### src/rtl/fetch_stage_pkg.sv
// rtl/fetch_stage_pkg.sv - shared word type, constants, FSM encodings and PC helper for the IF stage
package fetch_stage_pkg;

    localparam int WORD_W = 32;

    typedef logic [WORD_W-1:0] word_t;

    localparam word_t ZERO   = '0;
    localparam word_t NOP    = ZERO;
    localparam word_t PC_INC = 32'd4;

    // Fetch FSM encodings
    localparam logic [1:0] S_REQ  = 2'd0;
    localparam logic [1:0] S_WAIT = 2'd1;
    localparam logic [1:0] S_HOLD = 2'd2;

    // Sequential PC; wraps modulo 2^WORD_W
    function automatic word_t pc_plus4(input word_t pc);
        return pc + PC_INC;
    endfunction

endpackage

### src/rtl/fetch_stage_if.sv
// rtl/fetch_stage_if.sv - instruction memory req/rdy port between fetch stage and imem
interface fetch_stage_if;
    import fetch_stage_pkg::*;

    logic  req;
    word_t addr;
    logic  rdy;
    word_t data;

    modport master (output req, output addr, input rdy, input data);
    modport slave  (input req, input addr, output rdy, output data);

endinterface

### src/rtl/fetch_stage_pc_reg.sv
// rtl/fetch_stage_pc_reg.sv - program counter with load, increment and hold
module fetch_stage_pc_reg
    import fetch_stage_pkg::*;
#(
    parameter word_t RESET_PC = ZERO
) (
    input  logic  clk,
    input  logic  reset_n,
    input  logic  load,
    input  word_t load_pc,
    input  logic  inc,
    output word_t pc,
    output word_t pc_next
);

    assign pc_next = pc_plus4(pc);

    // Load wins over increment; otherwise the PC holds
    always_ff @(posedge clk or negedge reset_n) begin
        if (!reset_n) begin
            pc <= RESET_PC;
        end else if (load) begin
            pc <= load_pc;
        end else if (inc) begin
            pc <= pc_next;
        end
    end

endmodule

### src/rtl/fetch_stage.sv
// rtl/fetch_stage.sv - MIPS IF stage: PC, imem fetch FSM, stall hold and redirect squash (FETCH_MISALIGN_EN optional)
module fetch_stage
    import fetch_stage_pkg::*;
#(
    parameter word_t RESET_PC = ZERO
) (
    input  logic            clk,
    input  logic            reset_n,
    input  logic            stall,
    input  logic            redirect,
    input  word_t           redirect_pc,
    fetch_stage_if.master   imem,
    output word_t           nPC_if,
    output word_t           IR_if,
    output logic            if_valid,
    output logic            misalign
);

    logic [1:0] state;
    logic       squash;
    word_t      squash_addr;
    word_t      hold_ir;
    word_t      pc;
    word_t      pc_next;
    word_t      load_val;
    logic       halted;
    logic       transfer;
    logic       pc_inc;

`ifdef FETCH_MISALIGN_EN
    logic misalign_q;

    assign load_val = redirect_pc;
    assign halted   = misalign_q;
    assign misalign = misalign_q;

    // Sticky flag: any misaligned redirect target stops fetching until reset
    always_ff @(posedge clk or negedge reset_n) begin
        if (!reset_n) begin
            misalign_q <= 1'b0;
        end else if (redirect && (redirect_pc[1:0] != 2'b00)) begin
            misalign_q <= 1'b1;
        end
    end
`else
    localparam word_t ALIGN_MASK = ~word_t'(32'h3);

    assign load_val = redirect_pc & ALIGN_MASK;
    assign halted   = 1'b0;
    assign misalign = 1'b0;
`endif

    // A squashed request keeps its original address until the memory answers,
    // even when halted, so the outstanding transfer can complete.
    assign imem.req  = (state != S_HOLD) && (!halted || squash);
    assign imem.addr = squash ? squash_addr : pc;
    assign transfer  = imem.req && imem.rdy;

    // PC advances when an instruction is actually handed to IF/ID
    assign pc_inc = !redirect && !stall &&
                    ((transfer && !squash) || (state == S_HOLD));

    fetch_stage_pc_reg #(
        .RESET_PC (RESET_PC)
    ) u_pc_reg (
        .clk     (clk),
        .reset_n (reset_n),
        .load    (redirect),
        .load_pc (load_val),
        .inc     (pc_inc),
        .pc      (pc),
        .pc_next (pc_next)
    );

    // Fetch FSM plus IF/ID output registers; redirect beats transfer beats stall
    always_ff @(posedge clk or negedge reset_n) begin
        if (!reset_n) begin
            state       <= S_REQ;
            squash      <= 1'b0;
            squash_addr <= ZERO;
            hold_ir     <= ZERO;
            nPC_if      <= ZERO;
            IR_if       <= ZERO;
            if_valid    <= 1'b0;
        end else if (redirect) begin
            IR_if    <= NOP;
            if_valid <= 1'b0;
            if (imem.req && !transfer) begin
                // Request still in flight: keep asking for the old address and drop its word
                state  <= S_WAIT;
                squash <= 1'b1;
                if (!squash) begin
                    squash_addr <= pc;
                end
            end else begin
                state  <= S_REQ;
                squash <= 1'b0;
            end
        end else if (transfer) begin
            if (squash) begin
                squash <= 1'b0;
                state  <= S_REQ;
            end else if (stall) begin
                hold_ir <= imem.data;
                state   <= S_HOLD;
            end else begin
                IR_if    <= imem.data;
                nPC_if   <= pc_next;
                if_valid <= 1'b1;
                state    <= S_REQ;
            end
        end else if (state == S_HOLD) begin
            if (!stall) begin
                IR_if    <= hold_ir;
                nPC_if   <= pc_next;
                if_valid <= 1'b1;
                state    <= S_REQ;
            end
        end else begin
            if (imem.req) begin
                state <= S_WAIT;
            end
            // No new word and not stalled: hand IF/ID a bubble instead of a duplicate
            if (!stall) begin
                IR_if    <= NOP;
                if_valid <= 1'b0;
            end
        end
    end

endmodule

### src/flat_wrapper.sv
// flat-port wrapper written by rule: the top's interface ports become plain ports
module fetch_stage_flat import fetch_stage_pkg::*;
#(
    parameter word_t RESET_PC = ZERO
)
  (clk, reset_n, stall, redirect, redirect_pc, nPC_if, IR_if, if_valid, misalign, imem_req, imem_addr, imem_rdy, imem_data);
  fetch_stage_if imem_i ();
  input  logic clk;
  input  logic reset_n;
  input  logic stall;
  input  logic redirect;
  input  word_t redirect_pc;
  output word_t nPC_if;
  output word_t IR_if;
  output logic if_valid;
  output logic misalign;
  output wire logic [$bits(imem_i.req)-1:0] imem_req;
  output wire logic [$bits(imem_i.addr)-1:0] imem_addr;
  input wire logic [$bits(imem_i.rdy)-1:0] imem_rdy;
  input wire logic [$bits(imem_i.data)-1:0] imem_data;
  assign imem_req = imem_i.req;
  assign imem_addr = imem_i.addr;
  assign imem_i.rdy = imem_rdy;
  assign imem_i.data = imem_data;
  fetch_stage #(.RESET_PC(RESET_PC)) u_core (.clk(clk), .reset_n(reset_n), .stall(stall), .redirect(redirect), .redirect_pc(redirect_pc), .imem(imem_i), .nPC_if(nPC_if), .IR_if(IR_if), .if_valid(if_valid), .misalign(misalign));
endmodule
### config.mk
export PLATFORM = sky130hd
export DESIGN_NAME = fetch_stage_flat
export DESIGN_NICKNAME = d
export VERILOG_FILES = /design/src/rtl/fetch_stage_pkg.sv /design/src/rtl/fetch_stage_if.sv /design/src/rtl/fetch_stage_pc_reg.sv /design/src/rtl/fetch_stage.sv /design/src/flat_wrapper.sv
export SDC_FILE = /design/constraint.sdc
export NUM_CORES = 1
export LEC_CHECK = 0
export CAP_MARGIN = 20
export CORE_MARGIN = 3
export CORE_UTILIZATION = 30
export DETAILED_ROUTE_END_ITERATION = 10
export PLACE_DENSITY = 0.58
export SLEW_MARGIN = 20
export SYNTH_ARGS = -nofsm -noshare
export SYNTH_HDL_FRONTEND = slang
export SYNTH_HIERARCHICAL = 1
export SYNTH_SLANG_ARGS = --single-unit
### constraint.sdc
create_clock -name clk -period 3.1 [get_ports clk]
set_input_delay 0.31 -clock clk [delete_from_list [all_inputs] [get_ports clk]]
set_output_delay 0.31 -clock clk [all_outputs]
set_load 0.03 [all_outputs]
# ---- After elaboration in Yosys (flattened, before gate mapping)
# Index checks and enable logic that the tools add are counted.
dict set report classes {
  n_addsub 1
  multipliers 0
  div 0
  magnitude_cmp 0
  n_eq_ne 7
  n_shift 0
  n_mux 31
  bitwise_logic 2
  reduce_logical 20
}
# cell n
set op_table {}
lappend op_table {{$mux W32} 14}
lappend op_table {{$add A32 B3 Y32 const B} 1}
lappend op_table {{$mux W2} 7}
lappend op_table {{$mux W1} 10}
lappend op_table {{$reduce_and A2 Y1} 4}
lappend op_table {{$reduce_bool A2 Y1} 3}
lappend op_table {{$logic_and A1 B1 Y1} 5}
lappend op_table {{$logic_not A1 Y1} 4}
lappend op_table {{$ne A2 B2 Y1 const B} 2}
lappend op_table {{$ne A4 B1 Y1 const B} 1}
lappend op_table {{$ne A4 B3 Y1 const B} 1}
lappend op_table {{$reduce_and A4 Y1} 1}
lappend op_table {{$reduce_bool A4 Y1} 1}
lappend op_table {{$ne A3 B3 Y1 const B} 1}
lappend op_table {{$reduce_and A3 Y1} 1}
lappend op_table {{$eq A2 B2 Y1 const B} 1}
lappend op_table {{$ne A2 B1 Y1 const B} 1}
lappend op_table {{$not A1 Y1} 2}
lappend op_table {{$logic_or A1 B1 Y1} 1}
dict set report totals {
  reg_bits 164
  latchBits 0
  mem_bits_rw 0
  mem_bits_ro 0
  in_bits 69
  output_inout_bits 99
  wordCells 69
  mem_count 0
}

# ---- Logic depth before layout (Yosys ltp)
dict set report logic_depth {
  depth_word 7
  depth_mapped 12
  ltp_nobuf 8
}

# ---- Cells and area by module
# Netlist, hierarchy kept.
# module n_inst cells_each area_per_inst_um2 seq_area_each_um2
set by_module_without_submodules {}
lappend by_module_without_submodules {fetch_stage 1 446 6094.6 3303.2}
lappend by_module_without_submodules {fetch_stage_pc_reg 1 289 2373.5 800.8}

# ---- Least setup slack after synthesis
# No wires, ideal clock.
dict set report synth_path {
  path_type {reg-to-reg}
  start {reg u_core.squash}
  end {reg u_core.u_pc_reg.pc[22]}
  setup_time_ns 0.082
  t_arrival_ns 2.777
  t_required_ns 3.018
  slack_ns 0.241
  stages_incl_launch_ff 13
  path_buffers 5
  synth_period_minus_slack_ns 2.859
  cell_sequence {dfrtp_1 > buf_2 > nand2b_1 > a211o_1 > buf_2 > buf_2 > inv_1 > clkbuf_1 > nand4_1 > or4_1 > buf_2 > or4_1 > a31oi_1}
}
dict set report synth_between {
  elab_chain_cells 5
}
# item line
set synth_rtl {}
lappend synth_rtl {{start: declaration} fetch_stage.sv:20} ;# logic squash;
lappend synth_rtl {{start signal: assignment} fetch_stage.sv:79} ;# squash <= 1'b0;
lappend synth_rtl {{start signal: assignment} fetch_stage.sv:91} ;# squash <= 1'b1;
lappend synth_rtl {{start signal: assignment} fetch_stage.sv:97} ;# squash <= 1'b0;
lappend synth_rtl {{$logic_not A1 Y1} fetch_stage.sv:61} ;# ((transfer && !squash) || (state == S_HOLD));
lappend synth_rtl {{$logic_and A1 B1 Y1} fetch_stage.sv:61}
lappend synth_rtl {{$logic_or A1 B1 Y1} fetch_stage.sv:61}
lappend synth_rtl {{$logic_and A1 B1 Y1} fetch_stage.sv:60} ;# assign pc_inc = !redirect && !stall &&
lappend synth_rtl {{net u_core.pc_inc} fetch_stage.sv:28} ;# logic pc_inc;
lappend synth_rtl {{$reduce_bool A2 Y1 (no line)} --}
lappend synth_rtl {{end signal: assignment} fetch_stage_pc_reg.sv:23} ;# pc <= load_pc;
lappend synth_rtl {{end signal: assignment} fetch_stage_pc_reg.sv:25} ;# pc <= pc_next;
lappend synth_rtl {{end: declaration} fetch_stage_pc_reg.sv:12} ;# output word_t pc,
# The timed path passes the listed nets, and every way through them passes these cells.
# A chain may end at the register's enable or synchronous reset.

# ---- Worst setup path after layout
dict set report layout_path {
  start {reg u_core.squash}
  end {out imem_addr[19]}
}
dict set report layout_between {
  elab_chain_cells 1
}
# item line
set layout_rtl {}
lappend layout_rtl {{$mux W32} --}
lappend layout_rtl {{end: declaration} flat_wrapper.sv:18} ;# output wire logic [$bits(imem_i.addr)-1:0] imem_addr;
# No other way between the ends.

==> reports/metrics.cfg <==
[die]
initial_core_util_pct = 31.0
core_um2 = 27300
die-area_um2 = 30300
fp.dieH_um = 174
die-width_um = 174
pin_count = 168
rows = 60

[detailed_routing]
wl_per_cell_um = 19.0
ant_nets = 0
detail_route.iter0.violations = 365
viasPerCell = 5.08
drc = 0
routed_wl_mm = 24.0
first_pass_iters = 4
dr_total_vias = 6419

[global_routing]
grt_max_degree = 87
antenna_found_initial = 0
grt_pass1_vias = 6455
grt_overflow_total = 0
track_usage_pct = 15.7
grt_pass1_wl_mm = 37.8

[pwr]
vdd_ir_drop_max_mv = 0.329
powerDensity_nw_per_um2 = 640
p_leak_uw = 0.00453

[timing]
period_share_pct = 84.5
maxSlewViolCount = 0
hold_viol_final = 0
fin_skew_ns = 0.0141
rsz0062_at_grt = no
fin_setup_tns_ns = 0
setup_ws_ns = 0.481
relSlewSlack_pct = 43.3
post-route-min-period_ns = 2.62
setup_viol = 0
fmax_mhz = 382
tightest_slew_ns = 0.851

[synthesis]
synth_mux_area_share_pct = 19.1
synth_edf_count = 0
synthArstFlopShare_pct = 100
syn_area_um2 = 8470
synthTopCellsByCount = dfrtp_1, mux2_2, a31oi_1
yosys.area_share.adder_pct = 0.148
ys_seq_area_share_pct = 48.5
yosysMostFrequentCell = dfrtp_1
synth-xor-area-share_pct = 4.34
yosysWarningCount = 6
synthSimpleGateAreaFrac_pct = 12.8
yosys_register_bits = 164
synth_compound_area_share_pct = 9.40
synth_top_cell_by_area = dfrtp_1
synth_cell_type_count = 49
synth_top_family_by_area = multiplexers
synth-main-ff-cell = dfrtp_1
syn_inst = 735
syn_avg_cell_area_um2 = 11.5
yosys-top-cells-area = dfrtp_1, mux2_2, mux2_4
synth_top_area_share_pct = 48.5

[clock_network]
ctsResizeCount = 0
clock_latency_ns = 0.42
cts_buffer_depth = 2
htreeDepth = 4
clock-sinks = 164
hold_buffers = 1
cts_tree = built
clk_pin_slew_ns = 0.07
cts_buffers = 17
clock-root-buffer = clkbuf_16
post_cts_buffers = 0

[finish]
nFillCells = 2659
fin_nets = 949
antenna_cells = 0
drive_above_1_share_pct = 21.9
areaGrowthSynthToFinish_pct = 31.0

[outcome]
status = complete, no violations

[place]
dp_hpwl_mm = 15.4
io_buffers = 164
finalWeightedCongestion = 0.812
dpl_worst_slack_ns = 0.160

[worst_setup_path]
slowest_delay_ns = 0.61
crit_type = flip-flop to primary output
arrival_ns = 2.31
cp_slowest_cell = clkdlybuf4s50_1
crit_chain = buf_4 > mux2_2 > clkdlybuf4s50_1
worstSetupEndpointType = primary output
start_kind = flip-flop
required_ns = 2.79
critPathMaxFanout = 37

[worst_hold_path]
hp-class = input port to flip-flop

[run]
drv_cap = 0

==> flip-flops by register name, summed over array words and instances, names as in the netlist <==
signal / count
u_core/IR_if: 32
u_core/hold_ir: 32
u_core/nPC_if: 32
u_core/squash_addr: 32
u_core/u_pc_reg/pc: 32
u_core/state: 2
u_core/if_valid: 1
u_core/squash: 1
==> layout by cell type (no fill, tap or decap), drive strengths merged, types with 5 or more instances in the layout <==
cell             n
nor2            24
nor4             6
nor3             5
nand3           19
and4             8
o32ai           32
o31ai            7
inv             47
o21ai           16
clkinv           5
mux2           132
nand2           32
a31oi           46
clkbuf          19
or4             12
buf             23
nand4           18
and3b           32
xnor2           27
clkdlybuf4s50  162
xor2            15
dfrtp          164
==> cell families after synthesis <==
family,Yosys count
simple gates,175
compound gates,113
mux,134
fa+ha+maj,1
other cells,1
xor+xnor,42
flops,164
buf+inv,105
==> metrics by stage <==
step / hold slack [ns] / cell area [um^2] / util (%) / total power, uW / cells
finish: 0.464 / 11100 / 40.6 / 7100 / 1264
global route: 0.470 / 11100 / 40.6 / 7430 / 1264
CTS: 0.443 / 11100 / 40.6 / 7190 / 1264
detailed placement: 0.456 / 10500 / 38.2 / 4840 / 1231
global placement: 0.457 / 10500 / 38.2 / 4820 / 1231
floorplan: 0.0144 / 8480 / - / 4020 / 737
==> layer usage <==
layer  share of wire [%]  GRT usage (%)  vias up
met4                 1.2           4.09        0
met2                  45           24.2      212
met3                 4.9           3.08       22
met1                  49           22.5     3218
li1                    -              -     2967
met5                   0              0        -
==> final cells by class <==
| class | count | area (um^2) | share of cell area, % |
|---|---|---|---|
| tap | 372 | 465 | 4.20 |
| timing repair buffer | 186 | 1830 | 16.5 |
| clock buffer | 19 | 443 | 3.99 |
| clock inverter | 13 | 190 | 1.71 |
| sequential | 164 | 4110 | 37.0 |
| inverter | 42 | 158 | 1.42 |
| multi-input combinational | 468 | 3900 | 35.2 |
==> worst paths after layout <==
| kind | from | to | slack, ns | depth (start not counted) |
|---|---|---|---|---|
| max | u_core/squash | imem_addr[19] | 0.48 | 3 |
| min | redirect_pc[21] | u_core/u_pc_reg/pc[21] | 0.46 | 3 |
| min in group asynchronous | reset_n | u_core/IR_if[29] | 0.52 | 2 |
| max reg2reg | u_core/state[0] | u_core/u_pc_reg/pc[28] | 0.50 | 8 |
| min reg2reg | u_core/hold_ir[0] | u_core/hold_ir[0] | 0.50 | 1 |
| max in group asynchronous | reset_n | u_core/u_pc_reg/pc[10] | 1.76 | 3 |
==> critical path, delay by kind of cell, from the launching register on <==
family / cells / cell delay, ns
DFF: 1 / 0.35
buffers and inverters: 2 / 1.08
muxes: 1 / 0.45
==> power by group <==
part	internal, uW	switching (uW)
sequential	2550	281
clock	1330	973
combinational	976	991
Power figures use the tool's default switching activity.
